$ cat src/rtl/ps2_key_tracker.sv
// PS/2 scan-code decoder: pops bytes from the receive FIFO, resolves E0/F0 prefixes,
// tracks the held key and keeps a BCD press count.
module ps2_key_tracker #(
    parameter int COUNT_DIGITS = 2,
    parameter int REPEAT_COUNT = 0
) (
    input  logic                      clk,
    input  logic                      rst,
    input  logic [7:0]                data,
    input  logic                      ready,
    input  logic                      overflow,
    output logic                      nextdata_n,
    output logic                      key_held,
    output logic [7:0]                key_code,
    output logic                      key_ext,
    output logic                      press_pulse,
    output logic                      repeat_pulse,
    output logic                      release_pulse,
    output logic [4*COUNT_DIGITS-1:0] press_count,
    output logic                      count_wrap,
    output logic                      ovf_flag
);

    localparam int CW = 4 * COUNT_DIGITS;

    typedef enum logic [1:0] {HS_ACCEPT, HS_POP, HS_WAIT} hs_state_t;
    typedef enum logic [1:0] {PF_NORM, PF_EXT, PF_BRK, PF_EXTBRK} pf_state_t;

    hs_state_t hs_q, hs_d;
    pf_state_t pf_q, pf_d;

    logic          vld_p0;
    logic          is_code_p0;
    logic          ext_p0;
    logic          brk_p0;
    logic          match_p0;
    logic          new_press_p0;
    logic          repeat_p0;
    logic          release_p0;
    logic          inc_en_p0;
    logic [CW:0]   inc_res_p0;

    // Digit-wise BCD increment; bit CW is the carry out of the top digit.
    function automatic logic [CW:0] bcd_inc(input logic [CW-1:0] v);
        logic [CW-1:0] r;
        logic          carry;
        r     = v;
        carry = 1'b1;
        for (int i = 0; i < COUNT_DIGITS; i++) begin
            if (carry) begin
                if (v[4*i +: 4] >= 4'd9) begin
                    r[4*i +: 4] = 4'd0;
                end else begin
                    r[4*i +: 4] = v[4*i +: 4] + 4'd1;
                    carry       = 1'b0;
                end
            end
        end
        return {carry, r};
    endfunction

    always_ff @(posedge clk) begin
        if (rst) begin
            hs_q <= HS_ACCEPT;
        end else begin
            hs_q <= hs_d;
        end
    end

    always_comb begin
        hs_d   = hs_q;
        vld_p0 = 1'b0;
        case (hs_q)
            HS_ACCEPT: begin
                if (ready) begin
                    vld_p0 = 1'b1;
                    hs_d   = HS_POP;
                end
            end
            HS_POP:  hs_d = HS_WAIT;
            HS_WAIT: hs_d = HS_ACCEPT;
            default: hs_d = HS_ACCEPT;
        endcase
    end

    // Prefix decoding: E0 always restarts an extended sequence, F0 marks a break.
    always_comb begin
        pf_d       = pf_q;
        is_code_p0 = 1'b0;
        ext_p0     = (pf_q == PF_EXT) || (pf_q == PF_EXTBRK);
        brk_p0     = (pf_q == PF_BRK) || (pf_q == PF_EXTBRK);
        if (vld_p0) begin
            if (data == 8'hE0) begin
                pf_d = PF_EXT;
            end else if (data == 8'hF0) begin
                case (pf_q)
                    PF_NORM: pf_d = PF_BRK;
                    PF_EXT:  pf_d = PF_EXTBRK;
                    default: pf_d = pf_q;
                endcase
            end else begin
                is_code_p0 = 1'b1;
                pf_d       = PF_NORM;
            end
        end
    end

    always_comb begin
        match_p0     = key_held && (ext_p0 == key_ext) && (data == key_code);
        new_press_p0 = is_code_p0 && !brk_p0 && !match_p0;
        repeat_p0    = is_code_p0 && !brk_p0 && match_p0;
        release_p0   = is_code_p0 && brk_p0 && match_p0;
        inc_en_p0    = new_press_p0 || (repeat_p0 && (REPEAT_COUNT != 0));
        inc_res_p0   = bcd_inc(press_count);
    end

    // Stage boundary: decoded events become registered outputs one cycle after acceptance.
    always_ff @(posedge clk) begin
        if (rst) begin
            pf_q          <= PF_NORM;
            nextdata_n    <= 1'b1;
            key_held      <= 1'b0;
            key_code      <= 8'h00;
            key_ext       <= 1'b0;
            press_pulse   <= 1'b0;
            repeat_pulse  <= 1'b0;
            release_pulse <= 1'b0;
            press_count   <= '0;
            count_wrap    <= 1'b0;
            ovf_flag      <= 1'b0;
        end else begin
            pf_q          <= pf_d;
            nextdata_n    <= (hs_d != HS_POP);
            press_pulse   <= new_press_p0;
            repeat_pulse  <= repeat_p0;
            release_pulse <= release_p0;
            count_wrap    <= inc_en_p0 && inc_res_p0[CW];
            ovf_flag      <= ovf_flag || overflow;
            if (new_press_p0) begin
                key_held <= 1'b1;
                key_code <= data;
                key_ext  <= ext_p0;
            end else if (release_p0) begin
                key_held <= 1'b0;
            end
            if (inc_en_p0) begin
                press_count <= inc_res_p0[CW-1:0];
            end
        end
    end

endmodule

$ cat config.mk
export PLATFORM = sky130hd
export DESIGN_NAME = ps2_key_tracker
export DESIGN_NICKNAME = d
export VERILOG_FILES = /design/src/rtl/ps2_key_tracker.sv
export SDC_FILE = /design/constraint.sdc
export NUM_CORES = 1
export LEC_CHECK = 0
export BUFFER_PORTS_ARGS = -buffer_cell sky130_fd_sc_hd__buf_2
export CORE_MARGIN = 3
export CORE_UTILIZATION = 51
export CTS_CLUSTER_SIZE = 28
export DETAILED_ROUTE_END_ITERATION = 10
export PLACE_DENSITY_LB_ADDON = 0.05
export SETUP_SLACK_MARGIN = 0.4
export SYNTH_ARGS = -nofsm -noshare
export SYNTH_HDL_FRONTEND = slang
export SYNTH_SLANG_ARGS = --single-unit
$ cat constraint.sdc
create_clock -name clk -period 1.9 [get_ports clk]
set_input_delay 0 -clock clk [delete_from_list [all_inputs] [get_ports clk]]
set_output_delay 0 -clock clk [all_outputs]
set_load 0.05 [all_outputs]
==> impl_metrics.yaml, run 1 <==
yosys:
  synth_edf_count: 0
  syn_avg_cell_area_um2: 9.01
  async_flop_share: 0
  ys_ff_latch: 28
  yosysMostFrequentCell: "dfxtp_1"
  synth.cell_area_um2: 1310
  synth_top_cell_area_share: 0.429
  yosys_warnings: 0
  synthesis.nets: 163
  synthTopCellsByCount: "28 x dfxtp_1, 24 x nand2_1, 11 x nor2_1"
  synthDistinctLibCells: 34
  synth_cells: 145
  synth_top_area_cell: "dfxtp_1"
  seq_area_frac_synth: 0.429
  synth_ff_type: "dfxtp_1"
  synth_area_leaders: "dfxtp_1 43%, nand2_1 6.9%, xnor2_1 6.0%"
floorplanning:
  io_pins: 36
  row_count: 17
  start_util: 0.563
  die_h_um: 56.6
  die_w_um: 56.6
timing:
  worstEndpointGrtRepair: "press_count[4]$_SDFFE_PP0P_/D"
  endpoint_type: "register data pin"
clock_tree:
  clock-sinks: 28
  clk_path_buf_depth: 2
  cts_made_buffers: 3
  root_buffer: "clkbuf_4"
  h-tree-depth: 1
grt:
  antenna_found_initial: 0
  grt_max_degree: 26
run_status:
  status: "aborted with a tool error"
  error: "[ERROR DPL-0033] detailed placement checks failed during check placement."
  flow.stopped_at: "5_1_grt"
placed_design:
  post-place-ws_ns: 0.0325
  dp_hpwl_um: 2160
  io_buffers: 35
  gp_congestion: 0.718
==> metrics by stage <==
step | std cells | instance area [um^2]
floorplan | 145 | 1410
global placement | 206 | 1610
detailed placement | 206 | 1610
CTS | 237 | 2010
==> what timing repair did <==
action | in CTS
endpoints found under the setup margin | 19
hold buffers | 10
pin swaps | 33
endpoints found under the hold margin | 12
resized for setup | 28
setup buffers | 17
==> logic make-up after synthesis <==
family          synth area share
xor+xnor                  0.0603
simple gates               0.226
compound gates             0.175
flops                      0.429
mux                      0.00766
fa+ha+maj                 0.0575
buf+inv                   0.0441
==> inputs of run 2 (changes only) <==
==> config.mk (replaced) <==
export PLATFORM = sky130hd
export DESIGN_NAME = ps2_key_tracker
export DESIGN_NICKNAME = d
export VERILOG_FILES = /design/src/rtl/ps2_key_tracker.sv
export SDC_FILE = /design/constraint.sdc
export NUM_CORES = 1
export LEC_CHECK = 0
export BUFFER_PORTS_ARGS = -buffer_cell sky130_fd_sc_hd__buf_2
export CORE_AREA = 3 3 64 66
export DETAILED_ROUTE_END_ITERATION = 10
export DIE_AREA = 0 0 67 69
export PLACE_DENSITY_LB_ADDON = 0.15
export SYNTH_ARGS = -nofsm -noshare
export SYNTH_HDL_FRONTEND = slang
export SYNTH_SLANG_ARGS = --single-unit
==> run 2 against run 1 <==
Effect of this change: the run now ends clean; synthesized cell count unchanged; area after synthesis unchanged.
==> impl_metrics.yaml, run 2 <==
run_status:
  status: "finished clean"
clock_tree:
  cts_made_buffers: 3
  h-tree-depth: 1
  clk_pin_slew_ns: 0.10
  cts_tree: "yes"
  clk_path_buf_depth: 2
  root_buffer: "clkbuf_8"
  insertion_delay_ns: 0.28
  clock-sinks: 28
yosys:
  synth_top_area_cell: "dfxtp_1"
  synth_cells: 145
  synthDistinctLibCells: 34
  synth_area_leaders: "dfxtp_1 43%, nand2_1 6.9%, xnor2_1 6.0%"
  yosys_warnings: 0
  async_flop_share: 0
  ys_ff_latch: 28
  yosysMostFrequentCell: "dfxtp_1"
  synthTopCellsByCount: "28 x dfxtp_1, 24 x nand2_1, 11 x nor2_1"
  synthesis.nets: 163
  synth_ff_type: "dfxtp_1"
  synth_top_cell_area_share: 0.429
  synth.cell_area_um2: 1310
  syn_avg_cell_area_um2: 9.01
  synth_edf_count: 0
  seq_area_frac_synth: 0.429
power_and_ir_drop:
  p_per_area_nw_per_um2: 750
  peakVddDrop_v: 0.000291
  leakage_nw: 0.714
  totalPowerFinal_mw: 1.31
worst_setup_path:
  reg2reg_depth: 6
  crit_arrival_ns: 2.01
  crit_buf_inv: 1
  critPathLaunch: "press_count[5]$_SDFFE_PP0P_"
  rr_startpoint: "press_count[5]$_SDFFE_PP0P_"
  cp-end-kind: "flip-flop"
  cp-start-kind: "flip-flop"
  worst_ep_required_time_ns: 2.10
  reg2reg_slack_ns: 0.09
  crit_cells: 6
  cp_slowest_stage_delay_ns: 0.61
  crit_fanout: 5
  reg2reg_to: "press_count[6]$_SDFFE_PP0P_"
  worst_path_max_delay_cell: "or4b_2"
  endpoint: "press_count[6]$_SDFFE_PP0P_"
  crit_type: "reg2reg"
  cp_cell_sequence: "inv_1 -> ha_1 -> nor3b_2 -> nor2b_2 -> or4b_2 -> o31ai_1"
  crit_family: "simple AND/OR/NAND/NOR gates"
timing:
  hold_violations: 0
  tightest_slew_ns: 0.530
  max_freq_ghz: 0.553
  report.final.slew_viol_count: 0
  slew_headroom: 0.647
  worst_slack_ns: 0.0920
  finClkSkew_ns: 0.00914
  setup_viol: 0
  min_period_over_period: 0.952
  fin_crit_ns: 1.81
routing:
  firstDrtPassIters: 4
  drt_drc_violations_left: 0
  wl_per_cell_um: 12.3
  routed_wl_um: 2970
  drtAntennaViolNets: 0
  drt_iter0_drc: 36
  vias: 1206
  viasPerCell: 5.00
floorplanning:
  start_util: 0.360
  io_pins: 36
  row_count: 22
  die_w_um: 67
  coreArea_um2: 3630
  die_h_um: 69
  die-area_um2: 4620
grt:
  grt_pass1_wl_um: 4700
  overflow: 0
  grt_max_degree: 26
  grt_pass1_vias: 1078
  track_usage: 0.127
  antenna_found_initial: 0
finish:
  reg.largest.list: "key_code x8, press_count x8"
  design_area_um2: 1740
  drive_gt1_frac: 0.337
  layout_common_cells: "35 x buf_2, 26 x dfxtp_1, 24 x nand2_1"
  nets: 212
  fin_util: 0.479
  n_antenna_cell: 0
  final_common_cell: "buf_2"
  syn_to_final_growth_pct: 33.2
  finalNonFillerCells: 241
placed_design:
  dp_cells: 225
  io_buffers: 35
  post-place-ws_ns: -0.00632
  detailed_place.area_um2: 1540
  gp_congestion: 0.749
  dp_hpwl_um: 2130
run:
  maxCapViolCount: 0
worst_hold_path:
  min_path_type: "in2reg"
[run 2: cell counts after synthesis]
Identical to the previous run, type by type.
[run 2: final cells by class]
class	instances	area (um^2)
Fill cell	369	1890
Multi-Input combinational cell	106	732
Sequential cell	28	566
Timing Repair Buffer	48	290
Clock buffer	4	66.3
Tap cell	48	60.1
Inverter	7	26.3
[run 2: per-layer routing]
| metal | track usage | part of all wire |
|---|---|---|
| met1 | 0.162 | 0.45 |
| met2 | 0.204 | 0.47 |
| met3 | 0.0261 | 0.068 |
| met4 | 0.0541 | 0.0081 |
| met5 | 0 | 0 |
[run 2: repair_timing]
action | 4_1_cts | 5_1_grt
pin swaps | 0 | 1
endpoints found under the hold margin | 7 | 1
endpoints found under the setup margin | 1 | 14
gates resized for setup | 1 | 4
cloned | 0 | 1
setup buffers | 0 | 4
hold buffers | 6 | 1
[run 2: tightest hold or removal path: cells and delay by family]
family / cells / cell delay [ns]
buf+inv: 1 / 0.13
simple gates: 1 / 0.06
compound gates: 1 / 0.05
[run 2: cell families (layout without fill, tap and decap cells)]
kind of cell	after synthesis	count (layout)	synth area share
AO/OA/AOI/OAI	30	31	0.175
XOR/XNOR	9	9	0.0603
adder cells (fa/ha/maj)	6	6	0.0575
buffers and inverters	12	59	0.0441
flip-flops	28	28	0.429
multiplexers	1	1	0.00766
AND/OR/NAND/NOR	59	59	0.226
[run 2: worst min-delay path by stage]
| stage | start | end | slack (ns) | cells after the start |
|---|---|---|---|---|
| floorplan | ready | nextdata_n$_SDFF_PP1_ | 0.09 | 1 |
| global placement | overflow | ovf_flag$_SDFF_PP0_ | 0.21 | 3 |
| detailed placement | overflow | ovf_flag$_SDFF_PP0_ | 0.23 | 3 |
| CTS | data[2] | key_code[2]$_SDFFE_PP0P_ | 0.003 | 3 |
| global route | data[4] | key_code[4]$_SDFFE_PP0P_ | 0.01 | 3 |
| finish | data[4] | key_code[4]$_SDFFE_PP0P_ | 0.005 | 3 |
[run 2: report_power, final]
group / total, mW / internal, mW / switching [mW]
Clock: 0.415 / 0.229 / 0.186
Sequential: 0.631 / 0.609 / 0.0217
Combinational: 0.259 / 0.0893 / 0.170
Total: 1.31 / 0.928 / 0.378
[run 2: metrics by stage]
step | TNS [ns] | hold WS [ns]
after detailed placement | -0.00632 | 0.233
final | 0 | 0.00546
after floorplan | 0 | 0.0929
after global routing | -0.00899 | 0.0145
after CTS | 0 | 0.00311
after global placement | 0 | 0.210
Power figures use the tool's default switching activity.
